[src/rtl/wishbone_arbiter.sv]
// Two-master / one-slave Wishbone classic arbiter: round-robin grant held for the
// owner's whole CYC, combinational forwarding, and an ACK watchdog that answers with ERR.
module wishbone_arbiter #(
  parameter int DATA_SIZE = 32,
  parameter int TIMEOUT   = 255
) (
  input  logic                   clock,
  input  logic                   reset,
  input  logic                   m0_CYC_I,
  input  logic                   m0_STB_I,
  input  logic                   m0_WE_I,
  input  logic [DATA_SIZE/8-1:0] m0_SEL_I,
  input  logic [DATA_SIZE-1:0]   m0_ADR_I,
  input  logic [DATA_SIZE-1:0]   m0_DAT_I,
  output logic [DATA_SIZE-1:0]   m0_DAT_O,
  output logic                   m0_ACK_O,
  output logic                   m0_ERR_O,
  input  logic                   m1_CYC_I,
  input  logic                   m1_STB_I,
  input  logic                   m1_WE_I,
  input  logic [DATA_SIZE/8-1:0] m1_SEL_I,
  input  logic [DATA_SIZE-1:0]   m1_ADR_I,
  input  logic [DATA_SIZE-1:0]   m1_DAT_I,
  output logic [DATA_SIZE-1:0]   m1_DAT_O,
  output logic                   m1_ACK_O,
  output logic                   m1_ERR_O,
  output logic                   s_CYC_O,
  output logic                   s_STB_O,
  output logic                   s_WE_O,
  output logic [DATA_SIZE/8-1:0] s_SEL_O,
  output logic [DATA_SIZE-1:0]   s_ADR_O,
  output logic [DATA_SIZE-1:0]   s_DAT_O,
  input  logic [DATA_SIZE-1:0]   s_DAT_I,
  input  logic                   s_ACK_I,
  output logic [1:0]             grant,
  output logic [1:0]             fsm_state
);

  // Handshake: a beat completes on the edge where STB and ACK (or ERR) are both high;
  // the owner keeps the bus for as long as its CYC stays high.
  typedef enum logic [1:0] {IDLE = 2'd0, OWN0 = 2'd1, OWN1 = 2'd2} state_t;

  localparam int SW = DATA_SIZE / 8;
  localparam int CW = (TIMEOUT > 0) ? $clog2(TIMEOUT + 1) : 1;

  state_t          state, state_next;
  logic            last_owner;
  logic [CW-1:0]   cnt;
  logic            timed_out;
  logic            owned, timeout_hit, ack_ok;
  logic            own_cyc, own_stb, own_we;
  logic [SW-1:0]   own_sel;
  logic [DATA_SIZE-1:0] own_adr, own_dat;

  always_comb begin
    own_cyc = 1'b0;
    own_stb = 1'b0;
    own_we  = 1'b0;
    own_sel = '0;
    own_adr = '0;
    own_dat = '0;
    case (state)
      OWN0: begin
        own_cyc = m0_CYC_I; own_stb = m0_STB_I; own_we = m0_WE_I;
        own_sel = m0_SEL_I; own_adr = m0_ADR_I; own_dat = m0_DAT_I;
      end
      OWN1: begin
        own_cyc = m1_CYC_I; own_stb = m1_STB_I; own_we = m1_WE_I;
        own_sel = m1_SEL_I; own_adr = m1_ADR_I; own_dat = m1_DAT_I;
      end
      default: ;
    endcase
  end

  assign owned       = (state != IDLE);
  // ACK in the same cycle as the limit wins, so no ERR is raised then.
  assign timeout_hit = (TIMEOUT > 0) && owned && own_stb && !s_ACK_I && !timed_out &&
                       (cnt == CW'(TIMEOUT));
  assign ack_ok      = owned && s_ACK_I && !timed_out;

  assign s_CYC_O  = own_cyc && !timed_out;
  assign s_STB_O  = own_stb && !timed_out;
  assign s_WE_O   = own_we;
  assign s_SEL_O  = own_sel;
  assign s_ADR_O  = own_adr;
  assign s_DAT_O  = own_dat;
  assign m0_DAT_O = s_DAT_I;
  assign m1_DAT_O = s_DAT_I;
  assign m0_ACK_O = ack_ok && (state == OWN0);
  assign m1_ACK_O = ack_ok && (state == OWN1);
  assign m0_ERR_O = timeout_hit && (state == OWN0);
  assign m1_ERR_O = timeout_hit && (state == OWN1);
  assign grant     = {state == OWN1, state == OWN0};
  assign fsm_state = state;

  always_comb begin
    state_next = state;
    case (state)
      IDLE: begin
        if (m0_CYC_I && m1_CYC_I) state_next = last_owner ? OWN0 : OWN1;
        else if (m0_CYC_I)        state_next = OWN0;
        else if (m1_CYC_I)        state_next = OWN1;
      end
      OWN0, OWN1: if (!own_cyc) state_next = IDLE;
      default: state_next = IDLE;
    endcase
  end

  always_ff @(posedge clock or negedge reset) begin
    if (!reset) begin
      state      <= IDLE;
      last_owner <= 1'b1;
      cnt        <= '0;
      timed_out  <= 1'b0;
    end else begin
      state <= state_next;
      if (!owned || !own_cyc) begin
        cnt       <= '0;
        timed_out <= 1'b0;
        if (owned) last_owner <= (state == OWN1);
      end else begin
        if (timeout_hit) timed_out <= 1'b1;
        // Counter saturates at TIMEOUT; it is frozen once timed_out is set.
        if (s_ACK_I || !own_stb) cnt <= '0;
        else if ((TIMEOUT > 0) && !timed_out && (cnt != CW'(TIMEOUT))) cnt <= cnt + CW'(1);
      end
    end
  end

endmodule

[config.mk]
export PLATFORM = sky130hd
export DESIGN_NAME = wishbone_arbiter
export DESIGN_NICKNAME = d
export VERILOG_FILES = /design/src/rtl/wishbone_arbiter.sv
export SDC_FILE = /design/constraint.sdc
export NUM_CORES = 1
export LEC_CHECK = 0
export CORE_AREA = 2 2 123 125
export DETAILED_ROUTE_END_ITERATION = 10
export DIE_AREA = 0 0 125 127
export PLACE_DENSITY_LB_ADDON = 0.2
export SYNTH_ARGS = -nofsm -noshare
export SYNTH_HDL_FRONTEND = slang
export SYNTH_SLANG_ARGS = --single-unit
[constraint.sdc]
create_clock -name clock -period 4.1 [get_ports clock]
set_input_delay 0.82 -clock clock [delete_from_list [all_inputs] [get_ports clock]]
set_output_delay 0.82 -clock clock [all_outputs]
set_load 0.02 [all_outputs]
==> flow_metrics.env <==
export IMPL_run_status="finished clean"
export IMPL_drt_first_pass_iters=4
export IMPL_drt_first_iter_violations=71
export IMPL_via_count=2745
export IMPL_synth_top_cell_area_share=0.232
export IMPL_synth_area_per_cell_um2=7.41
export IMPL_hold_path_startpoint="cnt[4]"
export IMPL_timing_final_max_slew_violations=0
export IMPL_cts_resized=0
export IMPL_synth_cell_area_um2=2260
export IMPL_die_x_um=125
export IMPL_fillerInstances=1549
export IMPL_preCtsSetupSlack_ns=0.555
export IMPL_boundaryPins=320
export IMPL_p_total_mw=2.27
export IMPL_grt_pass1_vias=2751
export IMPL_clock_power_share=0.087
export IMPL_area_delta_synth_final_pct=89.7
export IMPL_fin_crit_sh=0.860
export IMPL_synth_seq_area_share=0.133
export IMPL_switching_share=0.459
export IMPL_floorplan_initialDensity=0.157
export IMPL_final_layout_size_suffix_gt1_frac=0.0313
export IMPL_core_area_um2=14400
export IMPL_design_die_area_um2=15900
export IMPL_path_clk_slew_ns=0.04
export IMPL_p_int_mw=1.23
export IMPL_worst_pin_slew_ns=0.552
export IMPL_timing_reg2reg_setup_slack_ns=1.89
export IMPL_power_static_leakage_nw=1.44
export IMPL_setup_viol=0
export IMPL_finalNetCount=629
export IMPL_final_util=0.297
export IMPL_post_syn_nets=486
export IMPL_cts_htree_levels=1
export IMPL_grt_pass1_wl_um=14400
export IMPL_die_height_um=127
export IMPL_avgRoutedWirePerCell_um=14.9
export IMPL_critical_path_reg2reg_startpoint="fsm_state[0]"
export IMPL_route_antenna_remaining_nets=0
export IMPL_cts_hold_buffers_added=0
export IMPL_postCtsSetupRepairBufs=0
export IMPL_via_per_inst=4.35
export IMPL_cts_root_buffer_cell="clkbuf_16"
export IMPL_worst_clock_skew_ns=0.00325
export IMPL_totalWireLength_um=9420
export IMPL_post_detailed_placement_half_perimeter_wirelength_um=7440
export IMPL_timing_max_slew_rel_slack=0.631
export IMPL_post_route_min_period_ns=3.53
export IMPL_power_share_sequential=0.065
export IMPL_finalWorstSetupSlack_ns=0.574
export IMPL_detail_route_drc_violations=0
export IMPL_clk_path_buf_depth=2
export IMPL_synth_warnings=0
export IMPL_worstSetupEndpointType="primary output"
export IMPL_worstPathArrival_ns=2.71
export IMPL_numPortBuffers=223
export IMPL_share_comb_of_total_power=0.848
export IMPL_dpl_cell_area_um2=4200
export IMPL_switching_power_mw=1.04
export IMPL_synth_largest_area_cell="a22oi_1"
export IMPL_cts_num_sinks=12
export IMPL_maxCapViolCount=0
export IMPL_power_per_cell_area_nw_per_um2=529
export IMPL_synthesis_instances=305
export IMPL_gp_congestion=0.762
export IMPL_worst_skew_pair_latency_ns=0.24
export IMPL_timing_critical_path_required_ns=3.28
export IMPL_hold_path_class="reg2reg"
export IMPL_irDropWorstVdd_uv=265
export IMPL_r2r_worst_path_cells=7
export IMPL_cts_tree="built"
export IMPL_worst_hold_path_num_cells=1
export IMPL_critical_path_peak_fanout=3
export IMPL_overflow=0
export IMPL_antenna_found_initial=0
export IMPL_hold_worst_slack_ns=0.503
export IMPL_clock_fmax_mhz=284
export IMPL_startpoint_type="primary input"
export IMPL_largest_net_degree_at_the_start_of_global_routing=73
export IMPL_finalInstanceArea_um2=4290
export IMPL_place_detailed_instances=627
export IMPL_cts_buffers=3
export IMPL_synth_top_cells_by_area="a22oi_1 (23%), buf_4 (21%), nor2b_1 (20%), dfrtp_1 (12%), clkbuf_1 (3.3%)"
export IMPL_critPathLaunch="m1_STB_I"
export IMPL_timing_setup_critical_path_class="in2out"
export IMPL_yosysUniqueCellTypes=41
export IMPL_yosys_register_bits=12
export IMPL_timing_setup_tns_ns=0
export IMPL_grt_total_usage=0.107
export IMPL_unrepaired_setup_endpoints_after_global_routing="no"
export IMPL_row_count=44
export IMPL_final_hold_violation_count=0
export IMPL_instances_no_fill=631
export IMPL_antenna_cells=0
==> metal layers <==
layer	part of all wire	GRT usage	vias to the layer above	wire length, um
met5	0	0	-	0
met2	0.47	0.187	189	4450
li1	-	-	1295	-
met3	0.11	0.0331	23	997
met1	0.40	0.126	1238	3760
met4	0.022	0.0346	0	211
==> path summary, 6_finish.rpt <==
path / endpoint
min in group asynchronous: timed_out
max reg2reg: cnt[6]
max in group asynchronous: last_owner
min: cnt[4]
max: m0_ERR_O
min reg2reg: cnt[4]
==> layout by cell type, fill, tap and decap left out, drive strengths merged, types with 2 or more instances in the layout <==
cell type	instances
a21oi	3
a22o	2
a22oi	70
and2	2
and3	4
buf	5
clkbuf	4
clkdlybuf4s50	223
dfrtp	11
ha	4
inv	4
nand2	6
nor2	8
nor2b	74
o21ai	3
xnor2	2
==> critical path: stages <==
cell and delay, ns:
clkdlybuf4s50_1 0.46, a22o_1 0.16, nand3b_1 0.09, nor4_1 0.36, and2_1 0.20, clkdlybuf4s50_1 0.61
==> logic make-up (layout without fill, tap and decap cells) <==
| family | Yosys count | in the layout | share of synthesized area |
|---|---|---|---|
| AND/OR/NAND/NOR | 104 | 104 | 0.278 |
| adder cells (fa/ha/maj) | 4 | 4 | 0.0221 |
| buffers and inverters | 94 | 236 | 0.263 |
| multiplexers | 2 | 2 | 0.00941 |
| flip-flops | 12 | 12 | 0.133 |
| AO/OA/AOI/OAI | 86 | 86 | 0.282 |
| XOR/XNOR | 3 | 3 | 0.0116 |
==> flip-flops by register name (all words and copies together), names as in the netlist <==
signal      cells
cnt             8
fsm_state       2
last_owner      1
timed_out       1
==> power groups by stage <==
stage	Clock, mW	Sequential (mW)	Combinational [mW]
after floorplan	0	0.157	1.19
after global placement	0	0.149	1.95
after detailed placement	0	0.149	1.94
after CTS	0.202	0.148	1.96
after global routing	0.205	0.150	2.08
final	0.198	0.147	1.93
==> cell usage after synthesis <==
cell / instances
nor2b_1: 74
a22oi_1: 70
buf_4: 64
clkbuf_1: 20
dfrtp_1: 11
nor2_1: 8
nand2_1: 6
buf_1: 4
ha_1: 4
inv_1: 4
a21oi_1: 3
and3_1: 3
a22o_1: 2
and2_1: 2
buf_2: 2
o21ai_1: 2
xnor2_1: 2
a2111o_1: 1
a2111oi_1: 1
a211oi_1: 1
a311oi_1: 1
a31oi_1: 1
and2b_1: 1
and3_4: 1
and4_1: 1
and4b_1: 1
dfstp_2: 1
mux2_1: 1
mux2i_1: 1
nand2b_1: 1
nand3_1: 1
nand3b_1: 1
nor3_1: 1
nor3b_1: 1
nor4_1: 1
o211ai_1: 1
o21a_1: 1
o21ai_0: 1
o22ai_1: 1
or3_1: 1
xor2_1: 1
==> final cells by class <==
| cell class | count | area (um^2) | share of cell area |
|---|---|---|---|
| Inverter | 4 | 15.0 | 0.00350 |
| Clock buffer | 4 | 88.8 | 0.0207 |
| Sequential cell | 12 | 302 | 0.0703 |
| Timing Repair Buffer | 228 | 2280 | 0.532 |
| Tap cell | 184 | 230 | 0.0537 |
| Multi-Input combinational cell | 199 | 1370 | 0.320 |
Power figures use the tool's default switching activity.
